$ cat src/rtl/pipe_hazard_ctrl_pkg.sv
// rtl/pipe_hazard_ctrl_pkg.sv - shared pipeline control types and defaults
package pipe_hazard_ctrl_pkg;

    typedef enum logic {
        ST_RUN      = 1'b0,
        ST_MEM_WAIT = 1'b1
    } state_e;

    localparam int unsigned MEM_TIMEOUT_DEF = 16;
    localparam int unsigned REG_W           = 5;
    localparam int unsigned STALL_W         = 16;

endpackage

$ cat src/rtl/load_use_detect.sv
// rtl/load_use_detect.sv - load-use hazard between execute-stage load and decode sources
module load_use_detect
    import pipe_hazard_ctrl_pkg::*;
(
    input  logic             id_exe_memread_i,
    input  logic [REG_W-1:0] id_exe_rt_i,
    input  logic [REG_W-1:0] if_id_rs_i,
    input  logic [REG_W-1:0] if_id_rt_i,
    output logic             hazard_o
);

    // r0 is hardwired zero, so a load targeting it never creates a dependency
    assign hazard_o = id_exe_memread_i
                    && (id_exe_rt_i != '0)
                    && ((id_exe_rt_i == if_id_rs_i) || (id_exe_rt_i == if_id_rt_i));

endmodule

$ cat src/rtl/pipe_hazard_ctrl.sv
// rtl/pipe_hazard_ctrl.sv - stall/flush control for branches, load-use and slow data memory
module pipe_hazard_ctrl
    import pipe_hazard_ctrl_pkg::*;
#(
    parameter int unsigned MEM_TIMEOUT = MEM_TIMEOUT_DEF
) (
    input  logic               clk,
    input  logic               rst_n,
    input  logic [REG_W-1:0]   IF_ID_Rs,
    input  logic [REG_W-1:0]   IF_ID_Rt,
    input  logic [REG_W-1:0]   ID_EXE_Rt,
    input  logic               ID_EXE_MemRead,
    input  logic               EXE_MEM_BranchEqual,
    input  logic               EXE_MEM_BranchnotEqual,
    input  logic               EXE_MEM_Zero,
    input  logic               EXE_MEM_MemRead,
    input  logic               EXE_MEM_MemWrite,
    input  logic               mem_ready,
    output logic               PC_Write,
    output logic               IF_ID_Write,
    output logic               ID_EXE_Write,
    output logic               EXE_MEM_Write,
    output logic               IF_ID_Flush,
    output logic               ID_EXE_Flush,
    output logic               EXE_MEM_Flush,
    output logic               PCSrc,
    output logic               mem_req,
    output logic               mem_error,
    output logic [STALL_W-1:0] stall_count
);

    localparam int unsigned CNT_W = $clog2(MEM_TIMEOUT) + 1;
    localparam logic [CNT_W-1:0] CNT_MAX = CNT_W'(MEM_TIMEOUT);

    state_e             state_q, state_d;
    logic [CNT_W-1:0]   cnt_q, cnt_d;
    logic               err_q, err_d;
    logic [STALL_W-1:0] stall_q, stall_d;
    logic               taken;
    logic               hazard;

    load_use_detect u_load_use_detect (
        .id_exe_memread_i (ID_EXE_MemRead),
        .id_exe_rt_i      (ID_EXE_Rt),
        .if_id_rs_i       (IF_ID_Rs),
        .if_id_rt_i       (IF_ID_Rt),
        .hazard_o         (hazard)
    );

    assign taken   = (EXE_MEM_BranchEqual & EXE_MEM_Zero) | (EXE_MEM_BranchnotEqual & ~EXE_MEM_Zero);
    assign mem_req = EXE_MEM_MemRead | EXE_MEM_MemWrite;

    always_comb begin
        state_d       = state_q;
        cnt_d         = cnt_q;
        err_d         = err_q;
        PC_Write      = 1'b1;
        IF_ID_Write   = 1'b1;
        ID_EXE_Write  = 1'b1;
        EXE_MEM_Write = 1'b1;
        IF_ID_Flush   = 1'b0;
        ID_EXE_Flush  = 1'b0;
        EXE_MEM_Flush = 1'b0;
        PCSrc         = 1'b0;
        case (state_q)
            ST_RUN: begin
                if (taken) begin
                    PCSrc         = 1'b1;
                    IF_ID_Flush   = 1'b1;
                    ID_EXE_Flush  = 1'b1;
                    EXE_MEM_Flush = 1'b1;
                end else if (mem_req && !mem_ready) begin
                    PC_Write      = 1'b0;
                    IF_ID_Write   = 1'b0;
                    ID_EXE_Write  = 1'b0;
                    EXE_MEM_Write = 1'b0;
                    state_d       = ST_MEM_WAIT;
                    cnt_d         = CNT_W'(1);
                end else if (hazard) begin
                    PC_Write     = 1'b0;
                    IF_ID_Write  = 1'b0;
                    ID_EXE_Flush = 1'b1;
                end
            end
            ST_MEM_WAIT: begin
                PC_Write      = 1'b0;
                IF_ID_Write   = 1'b0;
                ID_EXE_Write  = 1'b0;
                EXE_MEM_Write = 1'b0;
                // completion wins over a coinciding timeout
                if (mem_ready) begin
                    state_d = ST_RUN;
                    cnt_d   = '0;
                end else if (cnt_q == CNT_MAX) begin
                    state_d       = ST_RUN;
                    cnt_d         = '0;
                    err_d         = 1'b1;
                    EXE_MEM_Flush = 1'b1;
                end else begin
                    cnt_d = cnt_q + CNT_W'(1);
                end
            end
            default: begin
                state_d = ST_RUN;
                cnt_d   = '0;
            end
        endcase
    end

    always_comb begin
        stall_d = stall_q;
        if ((!PC_Write || !EXE_MEM_Write) && (stall_q != '1)) begin
            stall_d = stall_q + STALL_W'(1);
        end
    end

    always_ff @(posedge clk or negedge rst_n) begin
        if (!rst_n) begin
            state_q <= ST_RUN;
            cnt_q   <= '0;
            err_q   <= 1'b0;
            stall_q <= '0;
        end else begin
            state_q <= state_d;
            cnt_q   <= cnt_d;
            err_q   <= err_d;
            stall_q <= stall_d;
        end
    end

    assign mem_error   = err_q;
    assign stall_count = stall_q;

endmodule
$ cat config.mk
export PLATFORM = sky130hd
export DESIGN_NAME = pipe_hazard_ctrl
export DESIGN_NICKNAME = d
export VERILOG_FILES = /design/src/rtl/pipe_hazard_ctrl_pkg.sv /design/src/rtl/load_use_detect.sv /design/src/rtl/pipe_hazard_ctrl.sv
export SDC_FILE = /design/constraint.sdc
export NUM_CORES = 1
export LEC_CHECK = 0
export ABC_AREA = 1
export CAP_MARGIN = 10
export CORE_MARGIN = 5
export CORE_UTILIZATION = 25
export CTS_CLUSTER_DIAMETER = 50
export DETAILED_ROUTE_END_ITERATION = 12
export PLACE_DENSITY = 0.45
export SYNTH_ARGS = -nofsm -noshare
export SYNTH_HDL_FRONTEND = slang
export SYNTH_SLANG_ARGS = --single-unit
$ cat constraint.sdc
create_clock -name clk -period 3.4 [get_ports clk]
set_input_delay 1.02 -clock clk [delete_from_list [all_inputs] [get_ports clk]]
set_output_delay 1.02 -clock clk [all_outputs]
set_load 0.01 [all_outputs]
## Word level (Yosys, flattened, before mapping)

Index checks and enable logic that the tools add are counted.

| cells by class | value |
|---|---|
| add/sub/neg operators | 2 |
| eq/ne operators | 6 |
| multiplexer cells | 26 |
| bitwise logic cells | 7 |
| reduce and logical (&&, ||, !) cells | 12 |

Operators by type and width:

| kind | count |
|---|---|
| $mux 5 | 4 |
| $mux 1 | 17 |
| $add 16x1->16 const B | 1 |
| $ne 16x16->1 const B | 1 |
| $eq 5x5->1 | 2 |
| $pmux 5 s2 | 1 |
| $pmux 1 s2 | 4 |
| $add 5x1->5 const B | 1 |
| $eq 5x5->1 const B | 1 |
| $reduce_bool 5->1 | 1 |
| $logic_and 1x1->1 | 4 |
| $ne 2x2->1 const B | 2 |
| $logic_not 1->1 | 3 |
| $not 1->1 | 3 |
| $reduce_and 3->1 | 1 |
| $and 1x1->1 | 2 |
| $logic_or 1x1->1 | 2 |
| $or 1x1->1 | 2 |
| $reduce_and 2->1 | 1 |

| word-level totals | value |
|---|---|
| bits in registers | 23 |
| bits of input ports | 24 |
| output and inout port bits | 26 |
| word-level logic and storage cells | 57 |

## Longest topological paths before layout

Gate-level depths: netlist (run 1).

| depth | value |
|---|---|
| word-level depth | 10 |
| depth in mapped cells | 12 |

## Cells and area by module

From an unflattened synthesis (run 1), not the netlist that was laid out.

| second synthesis, totals | value |
|---|---|
| cell total of the unflattened synthesis | 259 |
| area total of the unflattened synthesis | 1,666.6 um^2 |

By module, submodules not included:

| module | times used | cells an instance | area an instance (um^2) | sequential area each (um^2) |
|---|---|---|---|---|
| pipe_hazard_ctrl | 1 | 214 | 1,471.4 | 575.6 |
| load_use_detect | 1 | 45 | 195.2 | 0.0 |

## Least setup slack after synthesis (run 1)

Ideal clock, no wire load.

| timing path | value |
|---|---|
| path kind | in2out |
| start | input port EXE_MEM_BranchnotEqual |
| end | output port PC_Write |
| arrival | 2.212 ns |
| data required time | 2.380 ns |
| slack | 0.168 ns |
| cell stages on the path | 8 |
| path through | o21ai_1 nand2_1 nand2_1 inv_1 nand2_2 buf_2 inv_1 buf_4 |

| on the way | value |
|---|---|
| longest elaborated chain between the ends | 4 |

RTL lines:

| what | line | RTL |
|---|---|---|
| start, declared | pipe_hazard_ctrl.sv:14 | `input logic EXE_MEM_BranchnotEqual,` |
| $and 1x1->1 | pipe_hazard_ctrl.sv:50 | `assign taken = (EXE_MEM_BranchEqual & EXE_MEM_Zero) \| (EXE_MEM_BranchnotEqual & ~EXE_MEM_Zero);` |
| $or 1x1->1 | pipe_hazard_ctrl.sv:50 |  |
| $mux 1 | n/a |  |
| $pmux 1 s2 | n/a |  |
| end, declared | pipe_hazard_ctrl.sv:19 | `output logic PC_Write,` |

No other way between the ends.

## Worst setup path after layout (run 1)

| timing path | value |
|---|---|
| start | input port EXE_MEM_MemRead |
| end | output port ID_EXE_Write |

| on the way | value |
|---|---|
| longest elaborated chain between the ends | 5 |

RTL lines:

| what | line | RTL |
|---|---|---|
| start, declared | pipe_hazard_ctrl.sv:16 | `input logic EXE_MEM_MemRead,` |
| $or 1x1->1 | pipe_hazard_ctrl.sv:51 | `assign mem_req = EXE_MEM_MemRead \| EXE_MEM_MemWrite;` |
| $logic_and 1x1->1 | pipe_hazard_ctrl.sv:72 | `end else if (mem_req && !mem_ready) begin` |
| $mux 1 | pipe_hazard_ctrl.sv:72 |  |
| $mux 1 | pipe_hazard_ctrl.sv:67 | `if (taken) begin` |
| $pmux 1 s2 | pipe_hazard_ctrl.sv:65 | `case (state_q)` |
| end, declared | pipe_hazard_ctrl.sv:21 | `output logic ID_EXE_Write,` |

No other way between the ends.

==> impl_metrics.tcl, run 1 <==
set metrics [dict create \
    ant_nets 0 \
    dp_hpwl_um 3290 \
    cpMaxStageDelayCell "clkdlybuf4s50_1" \
    dieArea_um2 8260 \
    syn_inst 236 \
    crit_top_cell "inv_1" \
    synth-edff-count 0 \
    std_cell_rows 29 \
    fin_crit_ns 3.34 \
    layout_common_cells "nand2_1, inv_1, clkdlybuf4s50_1" \
    startpoint_type "input port" \
    ctsHoldBuffers 0 \
    critical_path.cell_chain "clkdlybuf4s50_1 -> inv_1 -> a21oi_1 -> nand2_1 -> nand2_2 -> inv_1 -> buf_4 -> dlygate4sd2_1" \
    p_leak_uw 0.00119 \
    grt_pass1_vias 1562 \
    drive_above_1_share_pct 12.6 \
    io_buffers 49 \
    syn-num-nets 263 \
    maxSlewHeadroom_pct 78.6 \
    grt_overflow_total 0 \
    p_per_area_nw_per_um2 361 \
    syn_area_um2 1640 \
    grt_start_max_net_pins 24 \
    n_fill_cell 670 \
    synth_seq_cells 23 \
    hold_violations 0 \
    finalPower_uw 835 \
    fin_skew_ns 0.00548 \
    ys_types 28 \
    io_pins 50 \
    fin_crit_sh_pct 98.4 \
    setup_viol 0 \
    root_buffer "clkbuf_8" \
    htreeDepth 1 \
    clock_latency_ns 0.27 \
    clkTransAtPathRegs_ns 0.08 \
    critical-path-top-delay-family "buffers and inverters" \
    critPathCaptureType "output port" \
    cpPeakStageDelay_ns 0.45 \
    layout.nets 322 \
    ir_drop_v 0.000212 \
    worstPathArrival_ns 2.32 \
    first_iter_violations 71 \
    cts_sinks 23 \
    dr.pass1.iters 4 \
    async_flop_share_pct 100 \
    grt_first_pass_wirelength_um 7330 \
    dpl_cell_area_um2 2250 \
    yosysWarnings 0 \
    final_util_pct 36.4 \
    critical_path_buf_inv_count 5 \
    rsz0062_at_grt "true" \
    worstPathRequired_ns 2.38 \
    critPathKind "in -> out" \
    cts_max_path_buffers 2 \
    die_x_um 90.9 \
    avgRoutedWirePerCell_um 11.3 \
    seq_area_frac_synth_pct 35.2 \
    grtUsageTotal_pct 10.7 \
    synth_ff_type "dfrtp_1" \
    syn2layout_area_growth_pct 41.5 \
    antennaDiodeCount 0 \
    hold_path.class "reg -> reg" \
    drc_errors 0 \
    final_common_cell "nand2_1" \
    start_util_pct 25.8 \
    max_freq_mhz 299 \
    via_per_inst 4.34 \
    postLayoutCellArea_um2 2310 \
    cts_tree "built" \
    cts_buffers 3 \
    syn_area_per_cell_um2 6.93 \
    cp_max_fo 3 \
    vias 1609 \
    status "finished clean" \
    antenna_found_initial 0 \
    chipHeight_um 90.9 \
    maxSlewViolCount 0 \
    globalplace.congestion 0.776 \
    drt_wl_total_um 4190 \
    worstMarginPinSlew_ns 0.319 \
    maxCapViolations 0 \
    core_um2 6350 \
]
[Yosys cell counts, types with 2 or more instances]
cell / n / share of area, %
ha_1: 3 / 2.3
nand2_1: 77 / 18
xor2_1: 7 / 3.7
o21ai_0: 6 / 1.8
nand4_1: 3 / 1.1
nor3b_1: 2 / 0.92
nor3_1: 5 / 1.5
nor2_1: 14 / 3.2
nand3_1: 27 / 8.3
dfrtp_1: 23 / 35
xnor2_1: 9 / 4.8
buf_2: 2 / 0.61
inv_1: 36 / 8.3
nand2_2: 2 / 0.76
a21oi_1: 3 / 0.92
buf_4: 3 / 1.4
a31oi_1: 2 / 0.76
nand3_2: 2 / 1.2
[cell type report]
| cell class | instances | area, um2 | area share, % |
|---|---|---|---|
| inverters | 38 | 143 | 6.17 |
| clock buffers | 3 | 41.3 | 1.78 |
| well taps | 77 | 96.3 | 4.16 |
| flip-flops and latches | 23 | 576 | 24.9 |
| clock inverters | 1 | 5.00 | 0.216 |
| repair buffers | 61 | 561 | 24.2 |
| multi-input cells | 168 | 892 | 38.6 |
[flip-flops by register name (all words and copies together), names as in the netlist]
| signal | count |
|---|---|
| cnt_q | 5 |
| mem_error | 1 |
| stall_count | 16 |
| state_q | 1 |
[power breakdown]
group	internal [uW]	switching (uW)	total [uW]
clock	82.0	95.4	177
combinational	150	147	297
sequential	310	50.1	360
total	542	293	835
[logic make-up (layout without fill, tap and decap cells)]
family	count (synthesis)	in the layout	share of synthesized area [%]
AO/OA/AOI/OAI	12	12	3.82
buffers and inverters	45	103	11.6
XOR/XNOR	16	16	8.57
flip-flops	23	23	35.2
adder cells (fa/ha/maj)	3	3	2.30
AND/OR/NAND/NOR	137	137	38.5
[path summary, 6_finish.rpt]
path                                                 start  cells after the start  slack, ns                         end
worst max-delay path                       EXE_MEM_MemRead                      8       0.06                ID_EXE_Write
worst min-delay path                 mem_error$_DFFE_PN0P_                      2       0.49       mem_error$_DFFE_PN0P_
worst max register to register  stall_count[0]$_DFFE_PN0P_                     11       1.44  stall_count[4]$_DFFE_PN0P_
worst min register to register       mem_error$_DFFE_PN0P_                      2       0.49       mem_error$_DFFE_PN0P_
max in group asynchronous                            rst_n                      2       2.06  stall_count[2]$_DFFE_PN0P_
min in group asynchronous                            rst_n                      2       1.10  stall_count[6]$_DFFE_PN0P_
[routing by layer]
metal / track usage (%) / up-vias / wire (um)
li1: - / 848 / -
met1: 14.1 / 725 / 1950
met5: 0 / - / 0
met4: 3.67 / 0 / 72
met3: 1.42 / 5 / 156
met2: 17.9 / 31 / 2020
[per-stage QoR]
| step | instances | hold slack [ns] | setup WS (ns) | TNS, ns |
|---|---|---|---|---|
| after detailed placement | 365 | 0.459 | -0.379 | -1.79 |
| after floorplan | 236 | 0.500 | 0.168 | 0 |
| final | 371 | 0.485 | 0.0552 | 0 |
| after global routing | 371 | 0.494 | -0.0364 | -0.0722 |
| after CTS | 369 | 0.488 | 0.000160 | 0 |
| after global placement | 365 | 0.450 | -0.379 | -1.82 |
[worst reg2reg max path, stage by stage, from the launching register on]
cell and delay [ns]:
dfrtp_1 0.42, ha_1 0.22, nand3_2 0.12, inv_2 0.10, nand3_2 0.08, clkinv_1 0.08, nand2_2 0.09, nor2_4 0.11
nand4_4 0.26, nand2_4 0.30, nand2_1 0.08, nand2_1 0.06
[timing repair]
action | in CTS | in global routing
setup endpoints to repair | 8 | 5
buffers inserted | 0 | 2
pin swaps | 2 | 9
resized for setup | 18 | 16
Note: power is estimated with default switching activity, not from simulation.
==> run 2, diff against run 1 <==
- SLEW_MARGIN: unset -> 20
==> results of run 2 <==
No change in the layout: final DEF, timing and power equal those of run 1.
==> run 3, diff against run 2 <==
- CORE_ASPECT_RATIO: unset -> 0.5
- CORE_MARGIN: 5 -> 2
- PLACE_DENSITY: 0.45 -> unset
- PLACE_DENSITY_LB_ADDON: unset -> 0.2
==> impl_metrics.tcl, run 3 (same netlist as run 1, synthesis figures left out) <==
set metrics [dict create \
    status "finished clean" \
    std_cell_rows 20 \
    maxCapViolations 0 \
    clock_latency_ns 0.26 \
    cpMaxStageDelayCell "clkdlybuf4s50_1" \
    postLayoutCellArea_um2 2350 \
    first_iter_violations 48 \
    min-delay-start "mem_error$_DFFE_PN0P_" \
    vias 1631 \
    maxSlewHeadroom_pct 79.7 \
    startpoint_type "input port" \
    fin_crit_sh_pct 96.7 \
    largest_reg_flops 16 \
    via_per_inst 4.30 \
    final_common_cell "nand2_1" \
    cpPeakStageDelay_ns 0.46 \
    grt_start_max_net_pins 24 \
    grt_first_pass_wirelength_um 6730 \
    critPathCaptureType "output port" \
    critPathKind "in -> out" \
    core_um2 6210 \
    cts_max_path_buffers 2 \
    hold_violations 0 \
    cts_sinks 23 \
    maxSlewViolCount 0 \
    drive_above_1_share_pct 10.7 \
    antennaDiodeCount 0 \
    fin_skew_ns 0.00398 \
    worstPathArrival_ns 2.27 \
    avgRoutedWirePerCell_um 10.5 \
    critPathLaunch "EXE_MEM_MemRead" \
    hold_path.class "reg -> reg" \
    io_buffers 49 \
    globalplace.congestion 0.827 \
    critical_path_buf_inv_count 5 \
    chipHeight_um 61.2 \
    p_per_area_nw_per_um2 388 \
    antenna_found_initial 0 \
    drt_wl_total_um 3970 \
    worstMarginPinSlew_ns 0.303 \
    clkTransAtPathRegs_ns 0.06 \
    grt_pass1_vias 1528 \
    syn2layout_area_growth_pct 43.5 \
    cp_max_fo 6 \
    layout.nets 319 \
    ant_nets 0 \
    root_buffer "clkbuf_16" \
    grtUsageTotal_pct 11.6 \
    critical-path-top-delay-family "buffers and inverters" \
    max_freq_mhz 304 \
    final_util_pct 37.8 \
    worstPathRequired_ns 2.38 \
    fin_crit_ns 3.29 \
    critical_path.cell_chain "clkdlybuf4s50_1 -> inv_1 -> a21oi_1 -> nand2_1 -> nand2_2 -> inv_2 -> buf_4 -> clkdlybuf4s15_1" \
    cts_tree "built" \
    rsz0062_at_grt "false" \
    hold_slack_ns 0.461 \
    cts_buffers 3 \
    p_leak_uw 0.00119 \
    dieArea_um2 7240 \
    htreeDepth 1 \
    setup_viol 0 \
    dp_hpwl_um 3120 \
    layout_common_cells "nand2_1, inv_1, clkdlybuf4s50_1" \
    die_x_um 118 \
    ir_drop_v 0.000167 \
    io_pins 50 \
    grt_overflow_total 0 \
    dpl_cell_area_um2 2250 \
    dr.pass1.iters 4 \
    r2r_start "stall_count[0]$_DFFE_PN0P_" \
    start_util_pct 26.4 \
    drc_errors 0 \
]
-- run 3: changes by cell type in the layout (fill, tap and decap cells not counted), moves of 2 or more --
| cell | delta |
|---|---|
| buf_4 | -3 |
| clkbuf_16 | +3 |
| clkbuf_8 | -3 |
| nor2_1 | +3 |
| nor2_2 | -3 |
| clkdlybuf4s15_1 | +2 |
| dlygate4sd2_1 | -2 |
-- run 3: final timing paths --
kind / depth (start not counted) / slack [ns] / end
setup reg to reg: 11 / 1.48 / stall_count[12]$_DFFE_PN0P_
hold reg to reg: 2 / 0.46 / mem_error$_DFFE_PN0P_
setup / recovery: 8 / 0.11 / ID_EXE_Write
max in group asynchronous: 2 / 2.05 / stall_count[8]$_DFFE_PN0P_
hold / removal: 2 / 0.46 / mem_error$_DFFE_PN0P_
min in group asynchronous: 2 / 1.12 / cnt_q[4]$_DFFE_PN0P_
-- run 3: worst reg2reg max path, cell delays in order, from the launching register on --
cell and delay (ns):
dfrtp_1 0.42, ha_1 0.22, nand3_2 0.12, inv_2 0.10, nand3_2 0.08, clkinv_1 0.08
nand2_2 0.07, nor2_4 0.10, nand4_4 0.25, nand2_4 0.29, nand2_1 0.08, nand2_1 0.06
-- run 3: cell type report --
type,instances,area (um2)
timing repair buffer,58,541
multi-input combinational,168,900
sequential,23,576
tap,88,110
fill,693,3860
clock buffer,4,78.8
inverter,38,143
-- run 3: metrics by stage --
step	instances	setup slack, ns	setup TNS, ns	power [uW]
3_5_place_dp	374	-0.368	-1.99	663
5_1_grt	379	0.00308	0	973
3_3_place_gp	374	-0.374	-1.87	660
2_1_floorplan	236	0.168	0	514
6_report	379	0.112	0	912
4_1_cts	378	0.00444	0	921
-- run 3: report_power, final --
group | internal, uW | total [uW] | switching, uW
Clock | 160 | 261 | 101
Sequential | 311 | 361 | 50.5
Combinational | 148 | 289 | 141
Total | 619 | 912 | 293
-- run 3: timing repair --
action,in CTS,in global routing
setup endpoints to repair,8,5
buffers inserted,0,1
gates resized for setup,24,11
hold buffers,0,0
hold endpoints to repair,0,0
pin swaps,1,7
-- run 3: metal layers --
metal	vias up	global-route usage [%]	part of all wire, %
met5	-	0	0
met4	0	3.40	0.55
met3	5	3.24	5.3
met2	41	21.1	47
met1	737	14.1	47
li1	848	-	-
==> edit (flow settings as in run 3) <==
Change the package constant `STALL_W` from 16 to 32.
--- a/src/rtl/pipe_hazard_ctrl_pkg.sv
+++ b/src/rtl/pipe_hazard_ctrl_pkg.sv
@@ -8,7 +8,7 @@
 
     localparam int unsigned MEM_TIMEOUT_DEF = 16;
     localparam int unsigned REG_W           = 5;
-    localparam int unsigned STALL_W         = 16;
+    localparam int unsigned STALL_W         = 32;
 
 endpackage
 
Ports: changed (resized stall_count); port bits go from 50 to 66. No check against the original RTL was run, so the function may have changed too.
==> edit against run 3 <==
Power grew 53%; global-route usage grew 3.1 points; sequential power grew 57%; sequential cell count grew 16; combinational power grew 14%; routed wire length grew 120%; synthesized area grew 75%; utilization shrank 2.9 points; count of clock-buffer cells in the layout grew 4; clock skew grew 0.0040 ns; worst setup slack lost 0.023 ns; cell area grew 64%; critical path depth is the same; critical endpoint unchanged; largest cell class unchanged.
==> edit: results (changes against run 3) <==
INFO  metric numCtsBuffers = 5 (+2)
INFO  metric outcome = finished clean
INFO  metric route.detailed.wl_per_inst = 12.8 um (+22%)
INFO  metric crit-reg2reg-capture = stall_count[22]
INFO  metric globalplace.congestion = 0.888 (+7.3%)
INFO  metric detailedRoute.firstIterationViolations = 135 (+180%)
INFO  metric grt_pass1_wl = 14300 um (+110%)
INFO  metric arrival = 2.29 ns (+0.02 ns)
INFO  metric flip_flop_count_of_the_largest_register_after_layout = 32 (+16)
INFO  metric n_fill_cell = 1202 (+73%)
INFO  metric ff2ff_path_depth = 11 (unchanged)
INFO  metric slew_headroom = 38.4% (-41 points)
INFO  metric routed-via-count = 2952 (+81%)
INFO  metric critPathMaxFanout = 3 (-3)
INFO  metric htree_levels = 2 (+1)
INFO  metric finalNetCount = 551 (+73%)
INFO  metric rrSetupSlack = 0.99 ns (-0.49 ns)
INFO  metric synth.cells.most_frequent = sky130_fd_sc_hd__nand2_1, sky130_fd_sc_hd__nand3_1, sky130_fd_sc_hd__inv_1, sky130_fd_sc_hd__nor2_1, sky130_fd_sc_hd__dfrtp_1
INFO  metric clock_latency_of_the_later_clocked_register_in_the_worst_skew_pair = 0.29 ns (+0.03 ns)
INFO  metric net_count_synth = 480 (+83%)
INFO  metric worst_ir_drop_vdd = 0.158 mV (-5.9%)
INFO  metric clock-skew-final = 0.00798 ns (+0.00400 ns)
INFO  metric pin_count_of_the_biggest_net_entering_global_routing = 40 (+67%)
INFO  metric pre_cts_ws = -0.365 ns (+0.00261 ns)
INFO  metric area_contributors_post_synth = sky130_fd_sc_hd__dfrtp_1, sky130_fd_sc_hd__nand2_1, sky130_fd_sc_hd__nand3_1
INFO  metric grt_pass1_vias = 2802 (+83%)
INFO  metric post_route_cells_drive_above_1_share = 7.24% (-3.4 points)
INFO  metric detailed_place_hpwl = 6750 um (+120%)
INFO  metric placed_area = 3690 um2 (+64%)
INFO  metric maxClockFrequency = 302 MHz (-0.70%)
INFO  metric synth_seq_area_share = 34.2% (-1.0 points)
INFO  metric crit-reg2reg-launch = stall_count[0]
==> edit: cell count changes after synthesis, moves of 2 or more <==
cell and delta:
sky130_fd_sc_hd__inv_1 +14, sky130_fd_sc_hd__nor3_1 +11, sky130_fd_sc_hd__nand3_1 +25, sky130_fd_sc_hd__buf_6 +2
sky130_fd_sc_hd__nand3b_1 +2, sky130_fd_sc_hd__xor2_1 +4, sky130_fd_sc_hd__dfrtp_1 +16, sky130_fd_sc_hd__clkbuf_1 +3
sky130_fd_sc_hd__nor2_1 +30, sky130_fd_sc_hd__nand2_1 +111, sky130_fd_sc_hd__xnor2_1 -3
==> edit: where the power goes <==
group / internal [W] / switching, W
logic: 0.000149 / 0.000181
clock network: 0.000313 / 0.000191
registers: 0.000501 / 0.0000647
total: 0.000962 / 0.000437
==> edit: layout make-up <==
cell class / count / area, um2 / share of cell area, %
clock buffer: 8 / 156 / 4.06
inverter: 52 / 195 / 5.07
multi-input combinational: 349 / 1620 / 42.1
sequential: 39 / 976 / 25.3
tap: 145 / 181 / 4.71
timing repair buffer: 77 / 723 / 18.8
==> edit: per-stage QoR <==
| stage | total power [W] | TNS [ns] | std cells | hold WS (ns) | util (%) |
|---|---|---|---|---|---|
| after floorplan | 0.000739 | 0 | 453 | 0.500 | - |
| after global placement | 0.000919 | -1.82 | 662 | 0.454 | 33.4 |
| after detailed placement | 0.000919 | -1.90 | 662 | 0.456 | 33.4 |
| after CTS | 0.00142 | 0 | 670 | 0.472 | 34.6 |
| after global routing | 0.00148 | 0 | 670 | 0.524 | 34.9 |
| final | 0.00140 | 0 | 670 | 0.465 | 34.9 |
==> edit: cell families (layout without fill, tap and decap cells) <==
group | Yosys count | after routing | synth area share [%]
and+or+nand+nor | 317 | 317 | 47.2
adders and majority gates | 3 | 3 | 1.31
xor gates and xnor gates | 17 | 17 | 5.21
AOI/OAI and AO/OA | 12 | 12 | 2.19
DFF | 39 | 39 | 34.2
buffers and inverters | 65 | 137 | 9.86
==> edit: repair_timing <==
item / in CTS / in global routing
setup endpoints to repair: 8 / 5
pin swaps: 3 / 6
resized for setup: 23 / 11
cloned: 0 / 0
hold endpoints to repair: 0 / 0
==> edit: how the worst min path moves through the flow <==
stage | from | to | slack, ns
4_1_cts | mem_error | mem_error | 0.47
2_1_floorplan | mem_error | mem_error | 0.50
6_report | mem_error | mem_error | 0.47
5_1_grt | mem_error | mem_error | 0.52
3_5_place_dp | mem_error | mem_error | 0.46
3_3_place_gp | mem_error | mem_error | 0.45
==> edit: routing by layer <==
metal  up-vias  part of all wire (%)  track usage (%)
met5         -                     0                0
met1      1330                    50             20.5
met3         2                   6.0             4.02
li1       1557                     -                -
met2        63                    43             22.7
met4         0                  0.31             2.96
